`config.mk`:
```
export PLATFORM = sky130hd
export DESIGN_NAME = time_entry_ctrl
export DESIGN_NICKNAME = d
export VERILOG_FILES = /design/src/rtl/time_entry_ctrl.sv
export SDC_FILE = /design/constraint.sdc
export NUM_CORES = 1
export LEC_CHECK = 0
export ABC_AREA = 1
export BUFFER_PORTS_ARGS = -buffer_cell sky130_fd_sc_hd__buf_4
export CAP_MARGIN = 0
export CORE_ASPECT_RATIO = 1.75
export CORE_MARGIN = 1.5
export CORE_UTILIZATION = 49
export CTS_CLUSTER_SIZE = 20
export DETAILED_ROUTE_END_ITERATION = 12
export PLACE_DENSITY = 0.79
export SYNTH_ARGS = -nofsm -noshare
export SYNTH_HDL_FRONTEND = slang
export SYNTH_SLANG_ARGS = --single-unit
```
`constraint.sdc`:
```
create_clock -name clk -period 1.5 [get_ports clk]
set_input_delay 0.225 -clock clk [delete_from_list [all_inputs] [get_ports clk]]
set_output_delay 0.225 -clock clk [all_outputs]
set_load 0.02 [all_outputs]
```
`src/rtl/time_entry_ctrl.sv`:
```
// time_entry_ctrl: keypad time-entry controller.
// Collects four BCD digits (HH:MM), validates them on LOAD and issues a
// one-cycle load_new_c commit pulse to the time counter. An invalid or
// short entry is rejected with a one-cycle entry_error pulse.
// Optional feature: define ENTRY_TIMEOUT_EN to abandon an entry after ten
// one_second ticks without a key; otherwise one_second is ignored.
module time_entry_ctrl (
  input  logic       clk,
  input  logic       reset,
  input  logic       key_valid,
  input  logic [3:0] key_code,
  input  logic       one_second,
  output logic       load_new_c,
  output logic [3:0] new_current_time_ms_hr,
  output logic [3:0] new_current_time_ls_hr,
  output logic [3:0] new_current_time_ms_min,
  output logic [3:0] new_current_time_ls_min,
  output logic       entry_active,
  output logic       entry_error
);

  typedef enum logic [1:0] {
    IDLE   = 2'd0,
    ENTRY  = 2'd1,
    COMMIT = 2'd2
  } state_t;

  localparam logic [3:0] KEY_LOAD  = 4'd10;
  localparam logic [3:0] KEY_CLEAR = 4'd11;

  state_t      state_q, state_d;
  // Entry buffer packed as {ms_hr, ls_hr, ms_min, ls_min}.
  logic [15:0] buf_q, buf_d;
  logic [2:0]  cnt_q, cnt_d;
  logic        load_q, load_d;
  logic        err_q, err_d;
  logic        active_q, active_d;

  logic        is_digit, is_load, is_clear;
  logic        time_valid;

`ifdef ENTRY_TIMEOUT_EN
  logic [3:0]  tmo_q, tmo_d;
`else
  // The tick is deliberately unused in this build; entry never times out.
  logic        unused_one_second;
  assign unused_one_second = one_second;
`endif

  assign is_digit = (key_code <= 4'd9);
  assign is_load  = (key_code == KEY_LOAD);
  assign is_clear = (key_code == KEY_CLEAR);

  // Range check of the buffered HH:MM; 24-hour clock, 00:00 .. 23:59.
  always_comb begin
    time_valid = (buf_q[15:12] <= 4'd2) &&
                 ((buf_q[15:12] == 4'd2) ? (buf_q[11:8] <= 4'd3)
                                         : (buf_q[11:8] <= 4'd9)) &&
                 (buf_q[7:4] <= 4'd5) &&
                 (buf_q[3:0] <= 4'd9);
  end

  // Next-state logic: key decoding, buffer shifting and commit decision.
  always_comb begin
    state_d = state_q;
    buf_d   = buf_q;
    cnt_d   = cnt_q;
    load_d  = 1'b0;
    err_d   = 1'b0;
`ifdef ENTRY_TIMEOUT_EN
    tmo_d   = tmo_q;
`endif
    case (state_q)
      IDLE: begin
        if (key_valid) begin
          if (is_digit) begin
            buf_d   = {12'h000, key_code};
            cnt_d   = 3'd1;
            state_d = ENTRY;
          end else if (is_clear) begin
            buf_d = 16'h0000;
            cnt_d = 3'd0;
          end
        end
      end
      ENTRY: begin
        if (key_valid) begin
`ifdef ENTRY_TIMEOUT_EN
          // Any key, including unused codes, restarts the timeout.
          tmo_d = 4'd0;
`endif
          if (is_digit) begin
            buf_d = {buf_q[11:0], key_code};
            if (cnt_q < 3'd4) cnt_d = cnt_q + 3'd1;
          end else if (is_load) begin
            cnt_d = 3'd0;
            if ((cnt_q == 3'd4) && time_valid) begin
              load_d  = 1'b1;
              state_d = COMMIT;
            end else begin
              err_d   = 1'b1;
              buf_d   = 16'h0000;
              state_d = IDLE;
            end
          end else if (is_clear) begin
            buf_d   = 16'h0000;
            cnt_d   = 3'd0;
            state_d = IDLE;
          end
        end
`ifdef ENTRY_TIMEOUT_EN
        else if (one_second) begin
          if (tmo_q == 4'd9) begin
            buf_d   = 16'h0000;
            cnt_d   = 3'd0;
            tmo_d   = 4'd0;
            state_d = IDLE;
          end else begin
            tmo_d = tmo_q + 4'd1;
          end
        end
`endif
      end
      COMMIT: begin
        // Keys are ignored; the buffer is kept for the counter to load.
        state_d = IDLE;
      end
      default: begin
        state_d = IDLE;
        buf_d   = 16'h0000;
        cnt_d   = 3'd0;
      end
    endcase
`ifdef ENTRY_TIMEOUT_EN
    if (state_d != ENTRY) tmo_d = 4'd0;
`endif
    active_d = (state_d == ENTRY);
  end

  // State and registered outputs; reset aborts any entry or commit.
  always_ff @(posedge clk or negedge reset) begin
    if (!reset) begin
      state_q  <= IDLE;
      buf_q    <= 16'h0000;
      cnt_q    <= 3'd0;
      load_q   <= 1'b0;
      err_q    <= 1'b0;
      active_q <= 1'b0;
`ifdef ENTRY_TIMEOUT_EN
      tmo_q    <= 4'd0;
`endif
    end else begin
      state_q  <= state_d;
      buf_q    <= buf_d;
      cnt_q    <= cnt_d;
      load_q   <= load_d;
      err_q    <= err_d;
      active_q <= active_d;
`ifdef ENTRY_TIMEOUT_EN
      tmo_q    <= tmo_d;
`endif
    end
  end

  assign load_new_c              = load_q;
  assign entry_error             = err_q;
  assign entry_active            = active_q;
  assign new_current_time_ms_hr  = buf_q[15:12];
  assign new_current_time_ls_hr  = buf_q[11:8];
  assign new_current_time_ms_min = buf_q[7:4];
  assign new_current_time_ls_min = buf_q[3:0];

endmodule
```
==> results of run 1 <==
[logic make-up after synthesis]
| family | count (synthesis) | synth area share |
|---|---|---|
| AO/OA/AOI/OAI | 14 | 0.0490 |
| XOR/XNOR | 1 | 0.00553 |
| adder cells (fa/ha/maj) | 2 | 0.0158 |
| buffers and inverters | 28 | 0.0766 |
| flip-flops | 24 | 0.379 |
| AND/OR/NAND/NOR | 165 | 0.474 |
[power groups by stage]
stage | Sequential (mW) | Clock [mW] | Combinational, mW
6_report | 0.895 | 0.434 | 1.50
5_1_grt | 0.913 | 0.472 | 1.63
4_1_cts | 0.886 | 0.447 | 1.38
3_5_place_dp | 0.898 | 0 | 1.35
3_3_place_gp | 0.895 | 0 | 1.32
2_1_floorplan | 1.05 | 0 | 0.583
[timing repair]
| item | in CTS | in global routing |
|---|---|---|
| hold buffers | 1 | 0 |
| hold endpoints to repair | 24 | 0 |
| setup buffers | 1 | 1 |
| gates resized for setup | 2 | 17 |
| pin swaps | 2 | 2 |
| endpoints found under the setup margin | 16 | 17 |
| cloned | 1 | 1 |
[path summary, 6_finish.rpt]
path                                         end  slack [ps]  cells past startpoint
max in group asynchronous   state_q[0]$_DFF_PN0_         830                      2
setup reg to reg            buf_q[4]$_DFFE_PN0P_          60                      8
min in group asynchronous   buf_q[9]$_DFFE_PN0P_         430                      2
setup / recovery            buf_q[4]$_DFFE_PN0P_          60                      8
hold / removal             entry_error$_DFF_PN0_         220                      3
hold reg to reg            buf_q[13]$_DFFE_PN0P_         540                      2
[state kept, by name, indices dropped and copies added, names as in the netlist]
register / count
load_new_c: 1
cnt_q: 3
state_q: 2
buf_q: 16
entry_active: 1
entry_error: 1
[layout make-up]
class	instances	area (µm²)
inverters	22	82.6
flip-flops and latches	24	601
fillers	269	898
multi-input cells	183	942
clock buffers	4	55.1
repair buffers	59	475
well taps	43	53.8
[cells in the mapped netlist, drive strengths merged]
cell type / n
o21bai: 1
nor3: 1
a21oi: 4
nand3: 50
buf: 6
o31ai: 2
nand2: 88
nor2: 23
or2: 1
ha: 2
dfrtp: 24
nand4: 2
o21ai: 7
inv: 22
xnor2: 1
[worst min-delay path: cells and delay by family]
kind	cells	cell delay, ps
AND/OR/NAND/NOR	2	110
buffers and inverters	1	120
[stage by stage]
step | hold WS, ps | power [mW] | utilization | setup TNS, ps | cells
after floorplan | -70.6 | 1.63 | - | 0 | 234
after global placement | 141 | 2.21 | 0.651 | 0 | 326
after detailed placement | 142 | 2.24 | 0.651 | -296 | 326
after CTS | 211 | 2.71 | 0.680 | 0 | 333
after global routing | 225 | 3.02 | 0.711 | -6.57 | 335
final | 218 | 2.82 | 0.711 | 0 | 335
[routing by layer]
layer,global-route usage,wire [µm],share of wire
met1,0.329,1580,0.35
met2,0.458,2440,0.54
met3,0.0276,228,0.051
met4,0.169,265,0.059
met5,0,0,0
==> impl_metrics.xml, run 1 <==
<?xml version="1.0" encoding="UTF-8"?>
<metrics>
  <group name="run_status">
    <metric name="run_status" unit="">finished clean</metric>
  </group>
  <group name="worst_setup_path">
    <metric name="worst_setup_end_kind" unit="">flip-flop</metric>
    <metric name="critPathMaxFanout" unit="">6</metric>
    <metric name="crit_type" unit="">reg2reg</metric>
    <metric name="crit_chain" unit="">inv_2 &gt; ha_4 &gt; nand3_4 &gt; nor2_4 &gt; nand3_4 &gt; clkbuf_16 &gt; nand3_1 &gt; nand2_1</metric>
    <metric name="timing.critical_path.slowest_cell_delay" unit="ps">390</metric>
    <metric name="path_buf_inv" unit="">2</metric>
    <metric name="reg2reg_from" unit="">cnt_q[1]$_DFFE_PN0P_</metric>
    <metric name="critical_path.top_delay_family" unit="">simple AND/OR/NAND/NOR gates</metric>
    <metric name="crit_arrival" unit="ps">1600</metric>
    <metric name="critPathLaunchType" unit="">flip-flop</metric>
    <metric name="timing.critical_path.mode_cell" unit="">sky130_fd_sc_hd__nand3_4</metric>
    <metric name="critPathLaunch" unit="">cnt_q[1]$_DFFE_PN0P_</metric>
    <metric name="critical-path-slowest-cell" unit="">sky130_fd_sc_hd__dfrtp_1</metric>
    <metric name="cp_data_required_time" unit="ps">1660</metric>
  </group>
  <group name="route">
    <metric name="detail_route.wirelength" unit="µm">4510</metric>
    <metric name="detailedRoute.firstIterationViolations" unit="">80</metric>
    <metric name="remaining_drc_errors" unit="">0</metric>
    <metric name="drt_pass1_iterations" unit="">5</metric>
    <metric name="final_antenna_net_count" unit="">0</metric>
    <metric name="via_count" unit="">1762</metric>
    <metric name="viasPerCell" unit="">5.26</metric>
    <metric name="avgRoutedWirePerCell" unit="µm">13.5</metric>
  </group>
  <group name="power_and_ir_drop">
    <metric name="pwr-share-seq" unit="">0.317</metric>
    <metric name="vdd_ir_drop_max" unit="µV">1160</metric>
    <metric name="pint" unit="mW">1.66</metric>
    <metric name="power.switching_fraction" unit="">0.414</metric>
    <metric name="switching_power" unit="mW">1.17</metric>
    <metric name="combPwrFrac" unit="">0.530</metric>
    <metric name="power_density" unit="mW/mm²">1280</metric>
    <metric name="p_leak" unit="nW">1.21</metric>
    <metric name="power.clock.fraction" unit="">0.154</metric>
  </group>
  <group name="finish">
    <metric name="fin_nets" unit="">303</metric>
    <metric name="synthToLayoutAreaGrowth" unit="%">39.5</metric>
    <metric name="final_cell_area" unit="mm²">0.00221</metric>
    <metric name="mostFrequentLayoutCells" unit="">sky130_fd_sc_hd__nand2_1 (81), sky130_fd_sc_hd__buf_4 (56), sky130_fd_sc_hd__nand3_1 (44)</metric>
    <metric name="antenna_cells" unit="">0</metric>
    <metric name="final_layout_size_suffix_gt1_frac" unit="">0.312</metric>
    <metric name="final_common_cell" unit="">sky130_fd_sc_hd__nand2_1</metric>
  </group>
  <group name="timing">
    <metric name="final_period_minus_worst_setup_slack" unit="ps">1440</metric>
    <metric name="layout_setup_ws" unit="ps">55.9</metric>
    <metric name="fmaxAchievable" unit="MHz">692</metric>
    <metric name="setup_viol_count_final" unit="">0</metric>
    <metric name="worst-slew-pin-transition" unit="ps">454</metric>
    <metric name="period_share" unit="">0.963</metric>
    <metric name="final-hold-violation-count" unit="">0</metric>
    <metric name="relSlewSlack" unit="">0.696</metric>
    <metric name="fin_skew" unit="ps">2.76</metric>
    <metric name="report.final.slew_viol_count" unit="">0</metric>
  </group>
  <group name="global_routing">
    <metric name="grt.overflow.total" unit="">0</metric>
    <metric name="grt_max_degree" unit="">25</metric>
    <metric name="via_count_of_the_first_global_routing_pass" unit="">1730</metric>
    <metric name="grtUsageTotal" unit="">0.279</metric>
    <metric name="grt_pass1_wl" unit="µm">7520</metric>
    <metric name="grt_antenna_before_repair" unit="">0</metric>
  </group>
  <group name="synthesis">
    <metric name="postSynthNetCount" unit="">244</metric>
    <metric name="synth_warnings" unit="">0</metric>
    <metric name="netlist.area_leader.share" unit="">0.379</metric>
    <metric name="syn-instance-count" unit="">234</metric>
    <metric name="yosysSeqAreaShare" unit="">0.379</metric>
    <metric name="ys_seq_elements" unit="">24</metric>
    <metric name="synth.top_cells.by_area" unit="">sky130_fd_sc_hd__dfrtp_1 (38%), sky130_fd_sc_hd__nand2_1 (20%), sky130_fd_sc_hd__nand3_1 (15%)</metric>
    <metric name="synth_top_area_cell" unit="">sky130_fd_sc_hd__dfrtp_1</metric>
    <metric name="synth_area" unit="mm²">0.00158</metric>
    <metric name="netlist-cell-type-count" unit="">23</metric>
    <metric name="avgSynthCellArea" unit="µm²">6.77</metric>
  </group>
  <group name="floorplan">
    <metric name="floorplan.rows" unit="">27</metric>
    <metric name="design.core.area" unit="mm²">0.00311</metric>
    <metric name="floorplan.die.width" unit="µm">46.0</metric>
    <metric name="die_h" unit="µm">78.2</metric>
    <metric name="die_area" unit="mm²">0.00360</metric>
    <metric name="design.portCount" unit="">27</metric>
    <metric name="start_util" unit="">0.510</metric>
  </group>
  <group name="clock_tree">
    <metric name="tritoncts_clock_tree" unit="">built</metric>
    <metric name="insertion_delay" unit="ps">260</metric>
    <metric name="clk_pin_slew_worst_paths" unit="ps">80</metric>
    <metric name="root_buffer" unit="">sky130_fd_sc_hd__clkbuf_8</metric>
    <metric name="numClockSinks" unit="">24</metric>
    <metric name="tritoncts.num_buffers" unit="">3</metric>
    <metric name="max-clock-path-buffers" unit="">2</metric>
    <metric name="ctsHtreeMaxLevel" unit="">1</metric>
  </group>
  <group name="place">
    <metric name="dp_slack" unit="ps">-33.7</metric>
    <metric name="cell_area_placed" unit="mm²">0.00202</metric>
    <metric name="dp_hpwl" unit="µm">3230</metric>
    <metric name="gp_congestion" unit="">0.882</metric>
    <metric name="portBuffers" unit="">25</metric>
  </group>
  <group name="min_path">
    <metric name="hold_path.class" unit="">in2reg</metric>
    <metric name="holdCritStartpoint" unit="">key_valid</metric>
  </group>
  <group name="flow_run">
    <metric name="timing.max_cap.violations" unit="">0</metric>
  </group>
</metrics>
Note: power is estimated with default switching activity, not from simulation.
==> inputs of run 2 (changes only) <==
Settings changed: CORE_UTILIZATION 49 to 50, GPL_TIMING_DRIVEN from default to 0, PLACE_DENSITY 0.79 to 0.8.
==> run 2 against run 1 <==
  * Largest power group unchanged
  * Register-to-register slack barely moved
  * Critical endpoint is now buf_q[15]$_DFFE_PN0P_
  * Flip-flop and latch count did not move
  * Clock skew rose by 9.7 ps
  * Highest routed layer unchanged
  * Sequential share of layout area rose by 2.8 points
==> impl_metrics.xml, run 2 (synthesized netlist as in run 1, its figures left out) <==
<?xml version="1.0" encoding="UTF-8"?>
<metrics>
  <group name="global_routing">
    <metric name="grt_max_degree" unit="">25</metric>
    <metric name="grtUsageTotal" unit="">0.264</metric>
    <metric name="grt.busiest_layer" unit="">met2</metric>
    <metric name="use_met1" unit="">0.336</metric>
    <metric name="globalRouteMet2Util" unit="">0.394</metric>
    <metric name="grt.met3_usage" unit="">0.0256</metric>
    <metric name="grt.overflow.total" unit="">0</metric>
    <metric name="via_count_of_the_first_global_routing_pass" unit="">1509</metric>
    <metric name="grt_pass1_wl" unit="µm">6940</metric>
    <metric name="grt_antenna_before_repair" unit="">0</metric>
  </group>
  <group name="route">
    <metric name="detail_route.wirelength" unit="µm">4400</metric>
    <metric name="avgRoutedWirePerCell" unit="µm">13.9</metric>
    <metric name="via_count" unit="">1722</metric>
    <metric name="final_antenna_net_count" unit="">0</metric>
    <metric name="remaining_drc_errors" unit="">0</metric>
    <metric name="viasPerCell" unit="">5.45</metric>
    <metric name="drt_pass1_iterations" unit="">4</metric>
    <metric name="detailedRoute.firstIterationViolations" unit="">69</metric>
  </group>
  <group name="timing">
    <metric name="setup_total_negative_slack" unit="ps">0</metric>
    <metric name="final_period_minus_worst_setup_slack" unit="ps">1440</metric>
    <metric name="period_share" unit="">0.961</metric>
    <metric name="fin_skew" unit="ps">12.5</metric>
    <metric name="fin_worst_hold_slack" unit="ps">186</metric>
    <metric name="fmaxAchievable" unit="MHz">693</metric>
    <metric name="final-hold-violation-count" unit="">0</metric>
    <metric name="worst-slew-pin-transition" unit="ps">328</metric>
    <metric name="relSlewSlack" unit="">0.781</metric>
    <metric name="report.final.slew_viol_count" unit="">0</metric>
    <metric name="setup_viol_count_final" unit="">0</metric>
    <metric name="layout_setup_ws" unit="ps">57.8</metric>
  </group>
  <group name="worst_setup_path">
    <metric name="path_buf_inv" unit="">1</metric>
    <metric name="worst-r2r-cell-count" unit="">7</metric>
    <metric name="crit_type" unit="">reg2reg</metric>
    <metric name="critical_path.top_delay_family" unit="">simple AND/OR/NAND/NOR gates</metric>
    <metric name="timing.critical_path.slowest_cell_delay" unit="ps">450</metric>
    <metric name="timing.critical_path.mode_cell" unit="">sky130_fd_sc_hd__nand2_1</metric>
    <metric name="cp_data_required_time" unit="ps">1670</metric>
    <metric name="worst_setup_end_kind" unit="">flip-flop</metric>
    <metric name="critPathLaunchType" unit="">flip-flop</metric>
    <metric name="critical-path-slowest-cell" unit="">sky130_fd_sc_hd__dfrtp_1</metric>
    <metric name="crit_arrival" unit="ps">1610</metric>
    <metric name="critPathMaxFanout" unit="">7</metric>
    <metric name="reg2reg_from" unit="">buf_q[6]$_DFFE_PN0P_</metric>
    <metric name="critPathLaunch" unit="">buf_q[6]$_DFFE_PN0P_</metric>
    <metric name="crit_chain" unit="">a21oi_1 &gt; nand2_1 &gt; nor2_4 &gt; nand3_4 &gt; buf_4 &gt; nand3_1 &gt; nand2_1</metric>
    <metric name="crit-reg2reg-capture" unit="">buf_q[15]$_DFFE_PN0P_</metric>
    <metric name="r2r_setup_slack" unit="ps">60</metric>
  </group>
  <group name="place">
    <metric name="placedCellCount" unit="">301</metric>
    <metric name="dp_hpwl" unit="µm">3020</metric>
    <metric name="portBuffers" unit="">25</metric>
    <metric name="dp_slack" unit="ps">-128</metric>
    <metric name="gp_congestion" unit="">0.936</metric>
  </group>
  <group name="finish">
    <metric name="fin_nets" unit="">285</metric>
    <metric name="final_layout_size_suffix_gt1_frac" unit="">0.245</metric>
    <metric name="finalNonFillerCells" unit="">316</metric>
    <metric name="largest_registers" unit="">buf_q: 16 flops, cnt_q: 3 flops, state_q: 2 flops</metric>
    <metric name="largest_reg_flops" unit="">16</metric>
    <metric name="fillers" unit="">273</metric>
    <metric name="mostFrequentLayoutCells" unit="">sky130_fd_sc_hd__nand2_1 (83), sky130_fd_sc_hd__nand3_1 (47), sky130_fd_sc_hd__buf_4 (36)</metric>
    <metric name="synthToLayoutAreaGrowth" unit="%">27.3</metric>
    <metric name="final_common_cell" unit="">sky130_fd_sc_hd__nand2_1</metric>
    <metric name="registers.top_by_ff_count" unit="">buf_q</metric>
    <metric name="antenna_cells" unit="">0</metric>
    <metric name="final_core_utilization" unit="">0.681</metric>
  </group>
  <group name="flow_run">
    <metric name="timing.max_cap.violations" unit="">0</metric>
  </group>
  <group name="power_and_ir_drop">
    <metric name="vdd_ir_drop_max" unit="µV">808</metric>
    <metric name="p_leak" unit="nW">1.11</metric>
    <metric name="power_density" unit="mW/mm²">1370</metric>
  </group>
  <group name="floorplan">
    <metric name="floorplan.die.width" unit="µm">45.5</metric>
    <metric name="die_area" unit="mm²">0.00353</metric>
    <metric name="floorplan.rows" unit="">26</metric>
    <metric name="die_h" unit="µm">77.5</metric>
    <metric name="design.core.area" unit="mm²">0.00296</metric>
    <metric name="start_util" unit="">0.535</metric>
    <metric name="design.portCount" unit="">27</metric>
  </group>
  <group name="clock_tree">
    <metric name="tritoncts.num_buffers" unit="">3</metric>
    <metric name="insertion_delay" unit="ps">280</metric>
    <metric name="max-clock-path-buffers" unit="">2</metric>
    <metric name="tritoncts_clock_tree" unit="">built</metric>
    <metric name="ctsHtreeMaxLevel" unit="">1</metric>
    <metric name="root_buffer" unit="">sky130_fd_sc_hd__clkbuf_8</metric>
    <metric name="numClockSinks" unit="">24</metric>
    <metric name="clk_pin_slew_worst_paths" unit="ps">100</metric>
  </group>
  <group name="min_path">
    <metric name="hold_path.class" unit="">in2reg</metric>
    <metric name="holdCritStartpoint" unit="">key_valid</metric>
    <metric name="worstHoldEndpoint" unit="">entry_error$_DFF_PN0_</metric>
    <metric name="hold_path_depth" unit="">3</metric>
  </group>
  <group name="run_status">
    <metric name="run_status" unit="">finished clean</metric>
  </group>
</metrics>
-- run 2: area by class of cell --
| cell class | count | area (µm²) | area share |
|---|---|---|---|
| Inverter | 22 | 82.6 | 0.0410 |
| Clock inverter | 1 | 30.0 | 0.0149 |
| Buffer | 6 | 47.5 | 0.0236 |
| Multi-Input combinational cell | 182 | 885 | 0.439 |
| Timing Repair Buffer | 36 | 273 | 0.135 |
| Sequential cell | 24 | 604 | 0.300 |
| Tap cell | 42 | 52.6 | 0.0261 |
| Clock buffer | 3 | 41.3 | 0.0205 |
-- run 2: power breakdown --
group          internal [mW]  total, mW  switching [mW]
registers              0.788      0.980           0.192
logic                  0.476       1.18           0.706
clock network          0.358      0.595           0.237
total                   1.62       2.76            1.14
-- run 2: timing repair --
action                     4_1_cts  5_1_grt
setup buffers                    1        9
pin swaps                        2        3
hold endpoints to repair        24        0
setup endpoints to repair       19       21
hold buffers                     1        0
resized for setup                3       10
-- run 2: per-layer routing --
layer,up-vias,wire length [µm]
met1,778,1750
met3,25,195
li1,832,-
met2,87,2160
met4,0,291
met5,-,0
-- run 2: worst max-delay path by stage --
stage                       endpoint  cells after the start  slack (ps)
2_1_floorplan  buf_q[10]$_DFFE_PN0P_                      7          90
3_3_place_gp   buf_q[11]$_DFFE_PN0P_                      7        -100
3_5_place_dp   buf_q[11]$_DFFE_PN0P_                      7        -130
4_1_cts        buf_q[11]$_DFFE_PN0P_                      7          -3
5_1_grt         buf_q[7]$_DFFE_PN0P_                      9         -50
6_report       buf_q[15]$_DFFE_PN0P_                      7          60
-- run 2: worst reg2reg max path: stages (launching register included) --
cell                      delay [ps]
sky130_fd_sc_hd__dfrtp_1         450
sky130_fd_sc_hd__a21oi_1         180
sky130_fd_sc_hd__nand2_1         100
sky130_fd_sc_hd__nor2_4          140
sky130_fd_sc_hd__nand3_4         110
sky130_fd_sc_hd__buf_4           180
sky130_fd_sc_hd__nand3_1          90
sky130_fd_sc_hd__nand2_1          60
-- run 2: metrics by stage --
step                cell area [µm²]  power [mW]
global route                   2020        2.91
global placement               1820        1.98
detailed placement             1820        2.00
floorplan                      1580        1.63
CTS                            1920        2.59
finish                         2020        2.76
